<file path="src/rtl/fp_add_sub_pipe.sv">
// Three-stage pipelined floating-point adder/subtractor with runtime add/sub select,
// stall enable and overflow/invalid flags. Denormals are flushed to signed zero.
module fp_add_sub_pipe #(
    parameter int unsigned EXP_W = 8,
    parameter int unsigned MAN_W = 23,
    localparam int unsigned W = 1 + EXP_W + MAN_W
) (
    input  logic         clock,
    input  logic         reset,
    input  logic         clk_en,
    input  logic         in_valid,
    input  logic         sub,
    input  logic [W-1:0] dataa,
    input  logic [W-1:0] datab,
    output logic         out_valid,
    output logic [W-1:0] result,
    output logic         overflow,
    output logic         invalid
);

    localparam int unsigned SW  = MAN_W + 5;
    localparam int unsigned LZW = $clog2(MAN_W + 5);
    localparam int unsigned XW  = ((EXP_W > LZW) ? EXP_W : LZW) + 2;

    function automatic logic [LZW-1:0] lzc(input logic [MAN_W+3:0] v);
        logic [LZW-1:0] n;
        logic           hit;
        n   = '0;
        hit = 1'b0;
        for (int i = MAN_W + 3; i >= 0; i--) begin
            if (!hit && !v[i]) n = n + 1'b1;
            else hit = 1'b1;
        end
        return n;
    endfunction

    // ---------------- Stage 1: unpack / swap ----------------
    logic             a_sign, b_sign;
    logic [EXP_W-1:0] a_exp, b_exp;
    logic [MAN_W-1:0] a_frac, b_frac;
    logic             a_nan, b_nan, a_inf, b_inf, a_zero, b_zero;
    logic [MAN_W:0]   a_man, b_man;
    logic             swap;

    assign a_sign = dataa[W-1];
    assign b_sign = datab[W-1] ^ sub;
    assign a_exp  = dataa[W-2 -: EXP_W];
    assign b_exp  = datab[W-2 -: EXP_W];
    assign a_frac = dataa[MAN_W-1:0];
    assign b_frac = datab[MAN_W-1:0];
    assign a_zero = ~|a_exp;
    assign b_zero = ~|b_exp;
    assign a_nan  = (&a_exp) & (|a_frac);
    assign b_nan  = (&b_exp) & (|b_frac);
    assign a_inf  = (&a_exp) & ~(|a_frac);
    assign b_inf  = (&b_exp) & ~(|b_frac);
    assign a_man  = a_zero ? '0 : {1'b1, a_frac};
    assign b_man  = b_zero ? '0 : {1'b1, b_frac};
    assign swap   = {b_exp, b_frac} > {a_exp, a_frac};

    logic             s1_valid_q, s1_sign_l_q, s1_sign_s_q;
    logic [EXP_W-1:0] s1_exp_q, s1_shift_q;
    logic [MAN_W:0]   s1_man_l_q, s1_man_s_q;
    logic             s1_nan_q, s1_inf_q, s1_inf_sign_q;

    // ---------------- Stage 2: align / add ----------------
    logic [MAN_W+2:0] s_ext, s_shift, s_mask;
    logic [MAN_W+3:0] aligned;
    logic [SW-1:0]    big_ext, sum_d;

    always_comb begin
        s_ext   = {s1_man_s_q, 2'b00};
        s_shift = s_ext >> s1_shift_q;
        // Bits pushed past the round position collapse into sticky; huge shifts leave only sticky.
        s_mask  = ~({(MAN_W + 3){1'b1}} << s1_shift_q);
        aligned = {s_shift, |(s_ext & s_mask)};
        big_ext = {1'b0, s1_man_l_q, 3'b000};
        if (s1_sign_l_q == s1_sign_s_q) sum_d = big_ext + {1'b0, aligned};
        else                            sum_d = big_ext - {1'b0, aligned};
    end

    logic             s2_valid_q, s2_sign_q, s2_zero_sign_q;
    logic [EXP_W-1:0] s2_exp_q;
    logic [SW-1:0]    s2_sum_q;
    logic             s2_nan_q, s2_inf_q, s2_inf_sign_q;

    // ---------------- Stage 3: normalise / round / pack ----------------
    logic [LZW-1:0]   lz;
    logic [MAN_W+3:0] norm;
    logic [XW-1:0]    exp_n, exp_r;
    logic [MAN_W:0]   mant;
    logic [MAN_W+1:0] mant_r;
    logic             round_up;
    logic [MAN_W-1:0] frac_r;
    logic [W-1:0]     result_d;
    logic             overflow_d, invalid_d;

    always_comb begin
        lz = lzc(s2_sum_q[MAN_W+3:0]);
        if (s2_sum_q[MAN_W+4]) begin
            norm  = {s2_sum_q[MAN_W+4:2], s2_sum_q[1] | s2_sum_q[0]};
            exp_n = XW'(s2_exp_q) + XW'(1);
        end else begin
            norm  = s2_sum_q[MAN_W+3:0] << lz;
            exp_n = XW'(s2_exp_q) - XW'(lz);
        end
        mant     = norm[MAN_W+3:3];
        round_up = norm[2] & (norm[1] | norm[0] | mant[0]);
        mant_r   = {1'b0, mant} + (MAN_W + 2)'(round_up);
        exp_r    = exp_n + XW'(mant_r[MAN_W+1]);
        frac_r   = mant_r[MAN_W+1] ? mant_r[MAN_W:1] : mant_r[MAN_W-1:0];

        overflow_d = 1'b0;
        invalid_d  = 1'b0;
        if (s2_nan_q) begin
            result_d  = {1'b0, {EXP_W{1'b1}}, 1'b1, {(MAN_W - 1){1'b0}}};
            invalid_d = 1'b1;
        end else if (s2_inf_q) begin
            result_d = {s2_inf_sign_q, {EXP_W{1'b1}}, {MAN_W{1'b0}}};
        end else if (~|s2_sum_q) begin
            result_d = {s2_zero_sign_q, {(W - 1){1'b0}}};
        end else if (!exp_r[XW-1] && exp_r >= XW'((1 << EXP_W) - 1)) begin
            result_d   = {s2_sign_q, {EXP_W{1'b1}}, {MAN_W{1'b0}}};
            overflow_d = 1'b1;
        end else if (exp_r[XW-1] || exp_r == '0) begin
            result_d = {s2_sign_q, {(W - 1){1'b0}}};
        end else begin
            result_d = {s2_sign_q, exp_r[EXP_W-1:0], frac_r};
        end
    end

    // ---------------- Pipeline registers ----------------
    always_ff @(posedge clock or posedge reset) begin
        if (reset) begin
            s1_valid_q     <= 1'b0;
            s1_sign_l_q    <= 1'b0;
            s1_sign_s_q    <= 1'b0;
            s1_exp_q       <= '0;
            s1_shift_q     <= '0;
            s1_man_l_q     <= '0;
            s1_man_s_q     <= '0;
            s1_nan_q       <= 1'b0;
            s1_inf_q       <= 1'b0;
            s1_inf_sign_q  <= 1'b0;
            s2_valid_q     <= 1'b0;
            s2_sign_q      <= 1'b0;
            s2_zero_sign_q <= 1'b0;
            s2_exp_q       <= '0;
            s2_sum_q       <= '0;
            s2_nan_q       <= 1'b0;
            s2_inf_q       <= 1'b0;
            s2_inf_sign_q  <= 1'b0;
            out_valid      <= 1'b0;
            result         <= '0;
            overflow       <= 1'b0;
            invalid        <= 1'b0;
        end else if (clk_en) begin
            s1_valid_q     <= in_valid;
            s1_sign_l_q    <= swap ? b_sign : a_sign;
            s1_sign_s_q    <= swap ? a_sign : b_sign;
            s1_exp_q       <= swap ? b_exp : a_exp;
            s1_shift_q     <= swap ? (b_exp - a_exp) : (a_exp - b_exp);
            s1_man_l_q     <= swap ? b_man : a_man;
            s1_man_s_q     <= swap ? a_man : b_man;
            s1_nan_q       <= a_nan | b_nan | (a_inf & b_inf & (a_sign != b_sign));
            s1_inf_q       <= a_inf | b_inf;
            s1_inf_sign_q  <= a_inf ? a_sign : b_sign;
            s2_valid_q     <= s1_valid_q;
            s2_sign_q      <= s1_sign_l_q;
            // A zero sum is negative only when both addends are (signed) negative zeros.
            s2_zero_sign_q <= s1_sign_l_q & s1_sign_s_q;
            s2_exp_q       <= s1_exp_q;
            s2_sum_q       <= sum_d;
            s2_nan_q       <= s1_nan_q;
            s2_inf_q       <= s1_inf_q;
            s2_inf_sign_q  <= s1_inf_sign_q;
            out_valid      <= s2_valid_q;
            result         <= result_d;
            overflow       <= overflow_d & s2_valid_q;
            invalid        <= invalid_d & s2_valid_q;
        end
    end

endmodule

</file>
<file path="config.mk">
export PLATFORM = sky130hd
export DESIGN_NAME = fp_add_sub_pipe
export DESIGN_NICKNAME = d
export VERILOG_FILES = /design/src/rtl/fp_add_sub_pipe.sv
export SDC_FILE = /design/constraint.sdc
export NUM_CORES = 1
export LEC_CHECK = 0
export CAP_MARGIN = 20
export CORE_ASPECT_RATIO = 0.5
export CORE_MARGIN = 5
export CORE_UTILIZATION = 40
export DETAILED_ROUTE_END_ITERATION = 10
export HOLD_SLACK_MARGIN = 0.05
export PLACE_DENSITY_LB_ADDON = 0.05
export SYNTH_ARGS = -nofsm -noshare
export SYNTH_HDL_FRONTEND = slang
export SYNTH_SLANG_ARGS = --single-unit
</file>
<file path="constraint.sdc">
create_clock -name clock -period 33.6 [get_ports clock]
set_input_delay 5.04 -clock clock [delete_from_list [all_inputs] [get_ports clock]]
set_output_delay 5.04 -clock clock [all_outputs]
set_load 0.005 [all_outputs]
</file>
## Yosys cells after proc, flatten, opt, wreduce, memory -nomap -nowiden

Index checks and enable logic that the tools add are counted.

| storage, ports and cells | value |
|---|---|
| output and inout bits | 35 |
| register bits after elaboration | 147 |
| input port bits | 69 |
| word-level logic and storage cells | 250 |

| cells by class | value |
|---|---|
| shifts and indexed selects | 3 |
| add/sub/neg operators | 34 |
| reductions and logical operators | 90 |
| equality and inequality tests | 2 |
| order comparisons | 2 |
| bitwise logic cells | 21 |
| mux-type cells | 76 |

Operators with widths:

| kind | number |
|---|---|
| 5-bit by 1-bit adder with 5-bit output (second input constant) | 25 |
| 5-bit 2-to-1 mux | 25 |
| 24-bit 2-to-1 mux | 4 |
| 32-bit 2-to-1 mux | 3 |
| 31-bit 2-to-1 mux | 2 |
| 1-bit logical NOT | 53 |
| 23-bit OR reduction | 2 |
| 1-bit 2-to-1 mux | 35 |
| 31-bit > comparator | 1 |
| 27-bit by 27-bit adder with 28-bit output | 1 |
| 28-bit 2-to-1 mux | 1 |
| 28-bit OR reduction | 1 |
| 27-bit by 27-bit subtractor with 28-bit output | 1 |
| 1-bit logical AND | 27 |
| 27-bit 2-to-1 mux | 1 |
| 27-bit by 5-bit left shift with 27-bit output | 1 |
| 26-bit bitwise AND | 1 |
| 26-bit inverter | 1 |
| 26-bit OR reduction | 1 |
| 26-bit by 8-bit left shift with 26-bit output (first input constant) | 1 |
| 26-bit by 8-bit right shift with 26-bit output | 1 |
| 24-bit by 1-bit adder with 25-bit output | 1 |
| 23-bit 2-to-1 mux | 1 |
| 8-bit 2-to-1 mux | 2 |
| 18 further kinds | 36 |

## Longest topological paths before layout

Gate-level depths: netlist (run 1).

| logic depth | value |
|---|---|
| word-level depth | 92 |
| mapped depth | 81 |
| mapped depth without buffers | 79 |

## Worst setup path before layout (run 1)

Ideal clock, no wire load.

| timing | value |
|---|---|
| path type | register -> register |
| start point | reg s2_sum_q[24] |
| end point | reg result[10] |
| data arrival time | 14.642 ns |
| path slack | 18.832 ns |
| cell stages (with the launch flop) | 79 |
| required time | 33.474 ns |
| clock period less this slack | 14.768 ns |
| path buffers | 2 |
| setup time | 0.126 ns |
| path through | dfrtp_1 > inv_1 > o21a_1 > ha_1 > o31ai_1 > inv_1 > ha_1 > o21a_1 > nor3_1 > nor2_1 > ha_1 > a21oi_1 > ha_1 > mux2i_1 > a2111oi_0 > o22ai_1 > nand2_1 > nand2_1 > (+43 left out) > nand3_1 > nor3_2 > nand3_2 > nor2_1 > ha_1 > ha_1 > and3_1 > and3_1 > clkbuf_1 > and3_1 > o21ai_0 > o21ai_0 > a221oi_1 > o41a_1 > nand4_1 > a21oi_2 > buf_2 > a221o_1 |

| between the ends | value |
|---|---|
| word-level cells in the longest chain between the ends | 89 |
| elaborated cells on any way between the ends | 144 |
| those cells by class | add/sub (27); order compare (1); shift (1); mux (57); bitwise (3); reduce/logical (55) |

RTL lines:

| item | RTL line | RTL |
|---|---|---|
| start: declaration | 84 | `logic [SW-1:0] s2_sum_q;` |
| start signal: assignment | 173 | `s2_sum_q <= sum_d;` |
| parallel branches: the longest is 86 deep, another holds 5-bit by 1-bit adder with 5-bit output | - |  |
| 32-bit 2-to-1 mux (*) | 120 | `end else if (~\|s2_sum_q) begin` |
| 32-bit 2-to-1 mux (*) | 118 | `end else if (s2_inf_q) begin` |
| 32-bit 2-to-1 mux (*) | 115 | `if (s2_nan_q) begin` |
| end signal: assignment | 178 | `result <= result_d;` |
| end: declaration | 16 | `output logic [W-1:0] result,` |

Every way passes the cells marked *.
A chain may end at the register's enable or synchronous reset.

## Final worst setup path (run 1)

| timing | value |
|---|---|
| start point | reg s2_sum_q[24] |
| end point | reg result[6] |

The elaborated chain is that of the path after synthesis.

==> results of run 1 <==
[registers in the layout, indices dropped and copies added (netlist names), 8 cells and up]
| signal | count |
|---|---|
| s1_man_l_q | 24 |
| result | 32 |
| s1_man_s_q | 24 |
| s2_exp_q | 8 |
| s1_shift_q | 8 |
| s2_sum_q | 28 |
| s1_exp_q | 8 |
[cell type report]
type	count	area share (%)
Clock buffer	17	2.09
Tap cell	598	3.67
Multi-Input combinational cell	2049	66.8
Sequential cell	147	18.0
Inverter	136	2.53
Clock inverter	15	0.810
Timing Repair Buffer	129	6.02
[layer usage]
metal  track usage [%]  wire length, um  vias to the layer above
met2              35.5            26000                      515
met5                 0                0                        -
met4              4.62              813                        0
met3              3.70             3500                       48
met1              34.5            30500                     8589
li1                  -                -                     8964
[power by group through the flow]
stage          Clock [uW]  Combinational [uW]  Sequential [uW]
3_3_place_gp            0                 737              296
3_5_place_dp            0                 735              295
5_1_grt               207                 822              300
6_report              194                 749              294
2_1_floorplan           0                 556              248
4_1_cts               199                 740              292
[per-stage QoR]
step	cells	hold WS [ps]	instance area, sq um	power [uW]
after global placement	3058	464	19800	1030
after floorplan	2501	448	18500	804
final	3091	482	20400	1240
after detailed placement	3059	468	19800	1030
after global routing	3091	500	20400	1330
after CTS	3091	488	20400	1230
[worst paths after layout]
kind | start | to | slack [ps] | cells after the start
min in group asynchronous | reset | s1_exp_q[2] | 5170 | 2
max reg2reg | s2_sum_q[24] | result[6] | 15870 | 75
min reg2reg | s1_inf_sign_q | s1_inf_sign_q | 480 | 2
min | s1_inf_sign_q | s1_inf_sign_q | 480 | 2
max | s2_sum_q[24] | result[6] | 15870 | 75
max in group asynchronous | reset | s1_man_l_q[20] | 27200 | 3
[cell usage in the layout, fill, tap and decap left out, types with 13 or more instances in the layout]
cell             Yosys  routed
a21o_1              26      26
a21oi_1            227     227
a31oi_1             66      66
and2_1              16      16
and3_1              24      24
buf_4                4      26
clkbuf_16            0      17
clkdlybuf4s50_1      0     102
dfrtp_1            147     146
ha_1               122     122
inv_1              131     130
mux2_2              39      39
mux2i_1             87      87
mux4_2              13      13
nand2_1            286     286
nand2b_1            27      27
nand3_1             64      64
nand4_1             32      32
nor2_1             298     298
nor2b_1             37      37
nor3_1              67      67
nor4_1              43      43
o21a_1              23      23
o21ai_0            117     117
o21bai_1            24      24
o22ai_1             15      15
o31ai_1             22      22
or3_1               14      14
or4_1               14      14
xnor2_1             76      76
xor2_1              23      23
[cell families after synthesis]
logic type / Yosys count / synth area share [%]
buffers and inverters: 305 / 6.48
flip-flops: 147 / 19.9
XOR/XNOR: 115 / 6.48
AO/OA/AOI/OAI: 676 / 23.3
multiplexers: 142 / 8.89
adder cells (fa/ha/maj): 138 / 9.34
AND/OR/NAND/NOR: 978 / 25.6
[worst max-delay path, delay by kind of cell (launching register included)]
family	cells	cell delay (ps)
buffers and inverters	3	830
AND/OR/NAND/NOR	25	4010
XOR/XNOR	2	1150
multiplexers	6	1190
AO/OA/AOI/OAI	24	5680
flip-flops	1	480
adder cells (fa/ha/maj)	15	4280
==> impl_metrics.tcl, run 1 <==
set metrics [dict create \
    crit_path_end_kind "flip-flop" \
    net-switching-power_uw 611 \
    crit_top_cell "ha_1" \
    core_area_sq_mm 0.0454 \
    slew_headroom_pct 31.6 \
    hold_buffers 0 \
    overflow 0 \
    synthFlopType "dfrtp_1" \
    hpwl_mm 46.7 \
    p_clk_share_pct 15.7 \
    fin_skew_ps 22.7 \
    worst_slack_ps 15870 \
    fin_nets 2675 \
    die_x_um 314 \
    drtPass1Iterations 6 \
    grt_pass1_wl_mm 95.4 \
    slowest_delay_ps 820 \
    fmax_mhz 56.4 \
    synth_most_common_cell "nor2_1" \
    powerDensity_mw_per_mm2 60.7 \
    drt_iter0_markers 1755 \
    grt_pass1_vias 16700 \
    multi_input_area_sq_mm 0.0136 \
    maxCapViolCount 0 \
    io_pins 104 \
    fp.dieH_um 162 \
    status "complete, no violations" \
    yosysWarnings 0 \
    rows 55 \
    combPwrFrac_pct 60.5 \
    finalSetupTns_ps 0 \
    cts_tree "built" \
    cts_resized 0 \
    routed_via_density 5.86 \
    post_cts_buffers 0 \
    leakage_uw 0.00850 \
    final_hold_viol_count 0 \
    finalCritPeriodShare_pct 52.8 \
    finalSetupViolCount 0 \
    synthCells 2501 \
    slowest_stage "xor2_2" \
    synth_seq_cells 147 \
    antenna_found_initial 0 \
    io_buffer_count 103 \
    grt_setup_unrepaired "false" \
    root_buffer "clkbuf_16" \
    synth_area_leaders "dfrtp_1 (20%), ha_1 (8.3%), a21oi_1 (6.1%)" \
    vias 18100 \
    htree_levels 4 \
    synth_area_per_cell_sq_um 7.39 \
    clk_pin_slew_ps 70 \
    cts_buffers 17 \
    power.internal_uw 626 \
    clock-sinks 147 \
    syn-num-nets 2696 \
    critical_path_class "flip-flop to flip-flop" \
    pwr-share-seq_pct 23.8 \
    drv_slew 0 \
    min_period_ps 17730 \
    drc 0 \
    n_antenna_cell 0 \
    hold_path_class "flip-flop to flip-flop" \
    register_area_sq_mm 0.00368 \
    preCtsSetupSlack_ps 16180 \
    cp-start-kind "flip-flop" \
    synthTopCellsByCount "nor2_1 (298), nand2_1 (286), a21oi_1 (227), dfrtp_1 (147), inv_1 (131)" \
    floorplan.initialDensity_pct 40.7 \
    worst_ep_required_time_ps 33980 \
    clock_path_buffers 2 \
    routedWlPerCell_um 19.7 \
    synth_edf_count 0 \
    final_core_util_pct 44.9 \
    grt_max_degree 121 \
    synth.distinct_cells 105 \
    drive_above_1_share_pct 6.86 \
    p_sw_share_pct 49.4 \
    routed_wirelength_mm 60.9 \
    async_flop_share_pct 100 \
    grt_use_total_pct 23.1 \
    routabilityCongestion 0.933 \
    syn_to_final_growth_pct 10.3 \
    antenna_left 0 \
    synth.cell_area_sq_mm 0.0185 \
    cp_max_fo 26 \
    ir_drop_uv 33.5 \
    ys_seq_area_share_pct 19.9 \
    synth_top_area_share_pct 19.9 \
    yosysTopAreaCell "dfrtp_1" \
    die_area_sq_mm 0.0509 \
    worst_pin_slew_ps 1020 \
    fillerInstances 4723 \
    critical_path_arrival_ps 18120 \
    clk_latency_ps 450 \
]
(Power assumes the default switching activity.)
==> run 2: changes to the inputs <==
==> constraint.sdc (replaced) <==
create_clock -name clock -period 16.5 [get_ports clock]
set_input_delay 2.475 -clock clock [delete_from_list [all_inputs] [get_ports clock]]
set_output_delay 2.475 -clock clock [all_outputs]
set_load 0.005 [all_outputs]
==> impl_metrics.tcl, run 2 (same netlist as run 1, synthesis figures left out) <==
set metrics [dict create \
    status "complete, no violations" \
    routedWlPerCell_um 19.7 \
    leakage_uw 0.00863 \
    clock-sinks 147 \
    net-switching-power_uw 1270 \
    top_usage_layer "met2" \
    clk_pin_slew_ps 70 \
    slowest_stage "or4_1" \
    ir_drop_uv 71.1 \
    reg2regPathDepth 74 \
    powerDensity_mw_per_mm2 123 \
    die_area_sq_mm 0.0509 \
    rows 55 \
    clk_latency_ps 450 \
    grt_pass1_wl_mm 96.2 \
    crit_top_cell "ha_1" \
    met3_usage_pct 3.24 \
    maxCapViolCount 0 \
    hold_path_class "flip-flop to flip-flop" \
    r2r-end "result[13]" \
    p_total_uw 2560 \
    routabilityCongestion 0.933 \
    routed_via_density 5.87 \
    r2r_slack_ps 1190 \
    most-common-layout-cells "nor2_1 (295), nand2_1 (286), a21oi_1 (226)" \
    antenna_found_initial 0 \
    overflow 0 \
    drtPass1Iterations 5 \
    largest_register_ffs 32 \
    routed_wirelength_mm 61.2 \
    fin_nets 2698 \
    finalSetupViolCount 0 \
    root_buffer "clkbuf_16" \
    htree_levels 4 \
    min_period_ps 15310 \
    cts_tree "built" \
    p_sw_share_pct 49.6 \
    p_clk_share_pct 14.8 \
    antenna_left 0 \
    drt_iter0_markers 1665 \
    top_register "result" \
    crit_path_start "s2_sum_q[23]" \
    clock_path_buffers 2 \
    fmax_mhz 65.3 \
    slowest_delay_ps 710 \
    crit_path_end_kind "flip-flop" \
    power.internal_uw 1290 \
    final_common_cell "nor2_1" \
    grt_use_met2_pct 35.5 \
    hpwl_mm 47.0 \
    use_met1_pct 35.2 \
    cp-start-kind "flip-flop" \
    critical_path_class "flip-flop to flip-flop" \
    worst_ep_required_time_ps 16850 \
    io_pins 104 \
    core_area_sq_mm 0.0454 \
    worst_pin_slew_ps 1060 \
    pwr-share-seq_pct 23.9 \
    finalCritPeriodShare_pct 92.8 \
    cts_buffers 17 \
    finalSetupTns_ps 0 \
    final_hold_viol_count 0 \
    grt_pass1_vias 16900 \
    n_antenna_cell 0 \
    cp_max_fo 26 \
    top_regs "result: 32 flops, s2_sum_q: 28 flops" \
    critical_path_arrival_ps 15650 \
    fp.dieH_um 162 \
    reg2reg_from "s2_sum_q[23]" \
    io_buffer_count 103 \
    drv_slew 0 \
    floorplan.initialDensity_pct 40.7 \
    die_x_um 314 \
    vias 18300 \
    drc 0 \
    syn_to_final_growth_pct 12.0 \
    slew_headroom_pct 29.6 \
    drive_above_1_share_pct 8.70 \
    combPwrFrac_pct 61.3 \
    fin_skew_ps 13.7 \
    worstSetupEndpoint "result[13]" \
    grt_use_total_pct 23.3 \
    grt_max_degree 106 \
]
run 2: cell count changes in the layout (fill, tap and decap cells not counted), sizes merged:
cell / change
clkbuf: +1
inv: +1
buf: +22
bufinv: -1
run 2: metrics by stage:
stage / cell area, sq um / worst slack (ps) / instances / hold WS [ps] / util [%]
2_1_floorplan: 18500 / 1730 / 2501 / 448 / -
3_3_place_gp: 19900 / 271 / 3070 / 465 / 43.8
3_5_place_dp: 19900 / -221 / 3070 / 473 / 43.8
4_1_cts: 20500 / 94.1 / 3103 / 489 / 45.1
5_1_grt: 20700 / -19.1 / 3114 / 512 / 45.6
6_report: 20700 / 1190 / 3114 / 483 / 45.6
run 2: metal layers:
layer / vias up / wire (um) / share of wire (%)
li1: 9006 / - / -
met1: 8661 / 30500 / 50
met2: 541 / 26100 / 43
met3: 58 / 3620 / 5.9
met4: 0 / 936 / 1.5
met5: - / 0 / 0
run 2: worst min-delay path by stage:
stage	start	endpoint	slack, ps	depth (start not counted)
final	s2_nan_q	result[31]	480	1
after global routing	result[3]	result[3]	510	1
after CTS	s2_nan_q	result[31]	490	1
after detailed placement	s1_inf_sign_q	s1_inf_sign_q	470	2
after global placement	s1_inf_sign_q	s1_inf_sign_q	470	2
after floorplan	s1_inf_sign_q	s1_inf_sign_q	450	2
run 2: worst max-delay path: cells and delay by family (launching register included):
| family | cells | cell delay [ps] |
|---|---|---|
| buffers and inverters | 3 | 610 |
| adder cells (fa/ha/maj) | 14 | 3980 |
| AND/OR/NAND/NOR | 27 | 3900 |
| multiplexers | 8 | 1510 |
| AO/OA/AOI/OAI | 22 | 4620 |
| flip-flops | 1 | 540 |
run 2: repair_timing:
item | in CTS | in global routing
buffers inserted | 1 | 9
pin swaps | 1 | 7
cloned | 0 | 1
gates resized for setup | 3 | 35
hold buffers | 0 | 0
setup endpoints to repair | 15 | 32
run 2: power by group through the flow:
stage	sequential (uW)	clock, uW	combinational [uW]
2_1_floorplan	505	0	1130
3_3_place_gp	614	0	1500
3_5_place_dp	614	0	1500
4_1_cts	608	390	1510
5_1_grt	627	404	1720
6_report	612	378	1570
run 2: final cells by class:
cell class                 count  area (sq um)
fill                        4728         24700
inverter                     136           518
tap                          598           748
clock inverter                15           141
clock buffer                  17           425
timing repair buffer         152          1410
multi-input combinational   2049         13800
sequential                   147          3680
==> run 3: changes to the inputs <==
--- a/config.mk
+++ b/config.mk
@@ -12,6 +12,7 @@
 export DETAILED_ROUTE_END_ITERATION = 10
 export HOLD_SLACK_MARGIN = 0.05
 export PLACE_DENSITY_LB_ADDON = 0.05
+export SLEW_MARGIN = 10
 export SYNTH_ARGS = -nofsm -noshare
 export SYNTH_HDL_FRONTEND = slang
 export SYNTH_SLANG_ARGS = --single-unit
==> impl_metrics.tcl, run 3 (same netlist as run 1, synthesis figures left out) <==
set metrics [dict create \
    grt_max_degree 106 \
    slowest_delay_ps 710 \
    p_sw_share_pct 49.6 \
    drtPass1Iterations 6 \
    overflow 0 \
    final_common_cell "nor2_1" \
    leakage_uw 0.00862 \
    drive_above_1_share_pct 8.71 \
    fp.dieH_um 162 \
    htree_levels 4 \
    routed_via_density 5.85 \
    finalSetupViolCount 0 \
    status "complete, no violations" \
    routabilityCongestion 0.933 \
    maxCapViolCount 0 \
    powerDensity_mw_per_mm2 123 \
    die_area_sq_mm 0.0509 \
    most-common-layout-cells "nor2_1 (295), nand2_1 (286), a21oi_1 (226)" \
    hpwl_mm 47.0 \
    register_area_sq_mm 0.00368 \
    critical_path_class "flip-flop to flip-flop" \
    core_area_sq_mm 0.0454 \
    grt_pass1_vias 16900 \
    largest_register_ffs 32 \
    antenna_left 0 \
    cts_tree "built" \
    rows 55 \
    io_buffer_count 103 \
    floorplan.initialDensity_pct 40.7 \
    worst-path-buf-inv 2 \
    routedWlPerCell_um 19.6 \
    hold_path_class "flip-flop to flip-flop" \
    final_hold_viol_count 0 \
    syn_to_final_growth_pct 12.0 \
    min_period_ps 15400 \
    cp_top_family "compound AO/OA/AOI/OAI gates" \
    fmax_mhz 64.9 \
    cp_max_fo 26 \
    critical_path_arrival_ps 15790 \
    p_clk_share_pct 14.8 \
    fillerInstances 4727 \
    slew_headroom_pct 30.5 \
    ir_drop_uv 71.1 \
    multi_input_area_sq_mm 0.0138 \
    hold_slack_ps 482 \
    drv_slew 0 \
    finalCritPeriodShare_pct 93.3 \
    fin_nets 2697 \
    cts_buffers 17 \
    io_pins 104 \
    slowest_stage "or4_1" \
    crit_path_end_kind "flip-flop" \
    pwr-share-seq_pct 23.9 \
    clk_latency_ps 450 \
    grt_use_total_pct 23.3 \
    antenna_found_initial 0 \
    cp-start-kind "flip-flop" \
    root_buffer "clkbuf_16" \
    fin_skew_ps 13.9 \
    clock_path_buffers 2 \
    drt_iter0_markers 1569 \
    power.internal_uw 1290 \
    top_regs "result: 32 flops, s2_sum_q: 28 flops" \
    worst_ep_required_time_ps 16880 \
    clock-sinks 147 \
    clk_pin_slew_ps 70 \
    top_register "result" \
    crit_top_cell "ha_1" \
    routed_wirelength_mm 61.1 \
    combPwrFrac_pct 61.3 \
    p_total_uw 2560 \
    vias 18200 \
    die_x_um 314 \
    net-switching-power_uw 1270 \
    worst_pin_slew_ps 1040 \
    n_antenna_cell 0 \
    grt_pass1_wl_mm 96.2 \
    drc 0 \
]
==> run 3: worst reg2reg max path: cells and delay by family (launching register included) <==
kind	cells	cell delay (ps)
AO/OA/AOI/OAI	22	4820
adder cells (fa/ha/maj)	14	4000
buffers and inverters	2	520
flip-flops	1	540
multiplexers	8	1530
AND/OR/NAND/NOR	27	3930
==> run 3: path summary, 6_finish.rpt <==
kind / from / to / slack, ps / cells after the start
max: s2_sum_q[23] / result[6] / 1100 / 73
min: s2_nan_q / result[31] / 480 / 1
max reg2reg: s2_sum_q[23] / result[6] / 1100 / 73
min reg2reg: s2_nan_q / result[31] / 480 / 1
max in group asynchronous: reset / s1_man_l_q[10] / 12620 / 3
min in group asynchronous: reset / s1_exp_q[3] / 2610 / 2
==> run 3: final cells by class <==
class	count	share of cell area, %
Clock buffer	17	2.05
Clock inverter	15	0.683
Inverter	136	2.50
Multi-Input combinational cell	2049	66.6
Sequential cell	147	17.8
Tap cell	598	3.61
Timing Repair Buffer	151	6.75
==> run 3: power by group through the flow <==
stage	Combinational [uW]	Sequential (uW)	Clock [uW]
floorplan	1130	505	0
global placement	1500	614	0
detailed placement	1500	614	0
CTS	1510	608	390
global route	1720	627	404
finish	1570	612	379
==> run 3: repair_timing <==
action | CTS | global route
gates cloned | 0 | 1
buffers inserted | 1 | 9
setup endpoints to repair | 15 | 32
pin swaps | 1 | 7
hold buffers | 0 | 0
gates resized for setup | 3 | 35
==> run 3: metal layers <==
metal / routed length [um] / GRT usage (%) / up-vias
met5: 0 / 0 / -
met4: 952 / 4.78 / 0
met3: 3490 / 3.24 / 57
met2: 26100 / 35.5 / 544
met1: 30600 / 35.2 / 8589
li1: - / - / 9016
==> run 3: metrics by stage <==
| step | setup TNS (ps) | util [%] | cell area, sq um | setup slack (ps) | instances |
|---|---|---|---|---|---|
| after CTS | 0 | 45.1 | 20500 | 94.1 | 3103 |
| after global placement | 0 | 43.8 | 19900 | 271 | 3070 |
| after detailed placement | -2740 | 43.8 | 19900 | -221 | 3070 |
| after floorplan | 0 | - | 18500 | 1730 | 2501 |
| after global routing | -39.5 | 45.6 | 20700 | -21.8 | 3113 |
| final | 0 | 45.6 | 20700 | 1100 | 3113 |
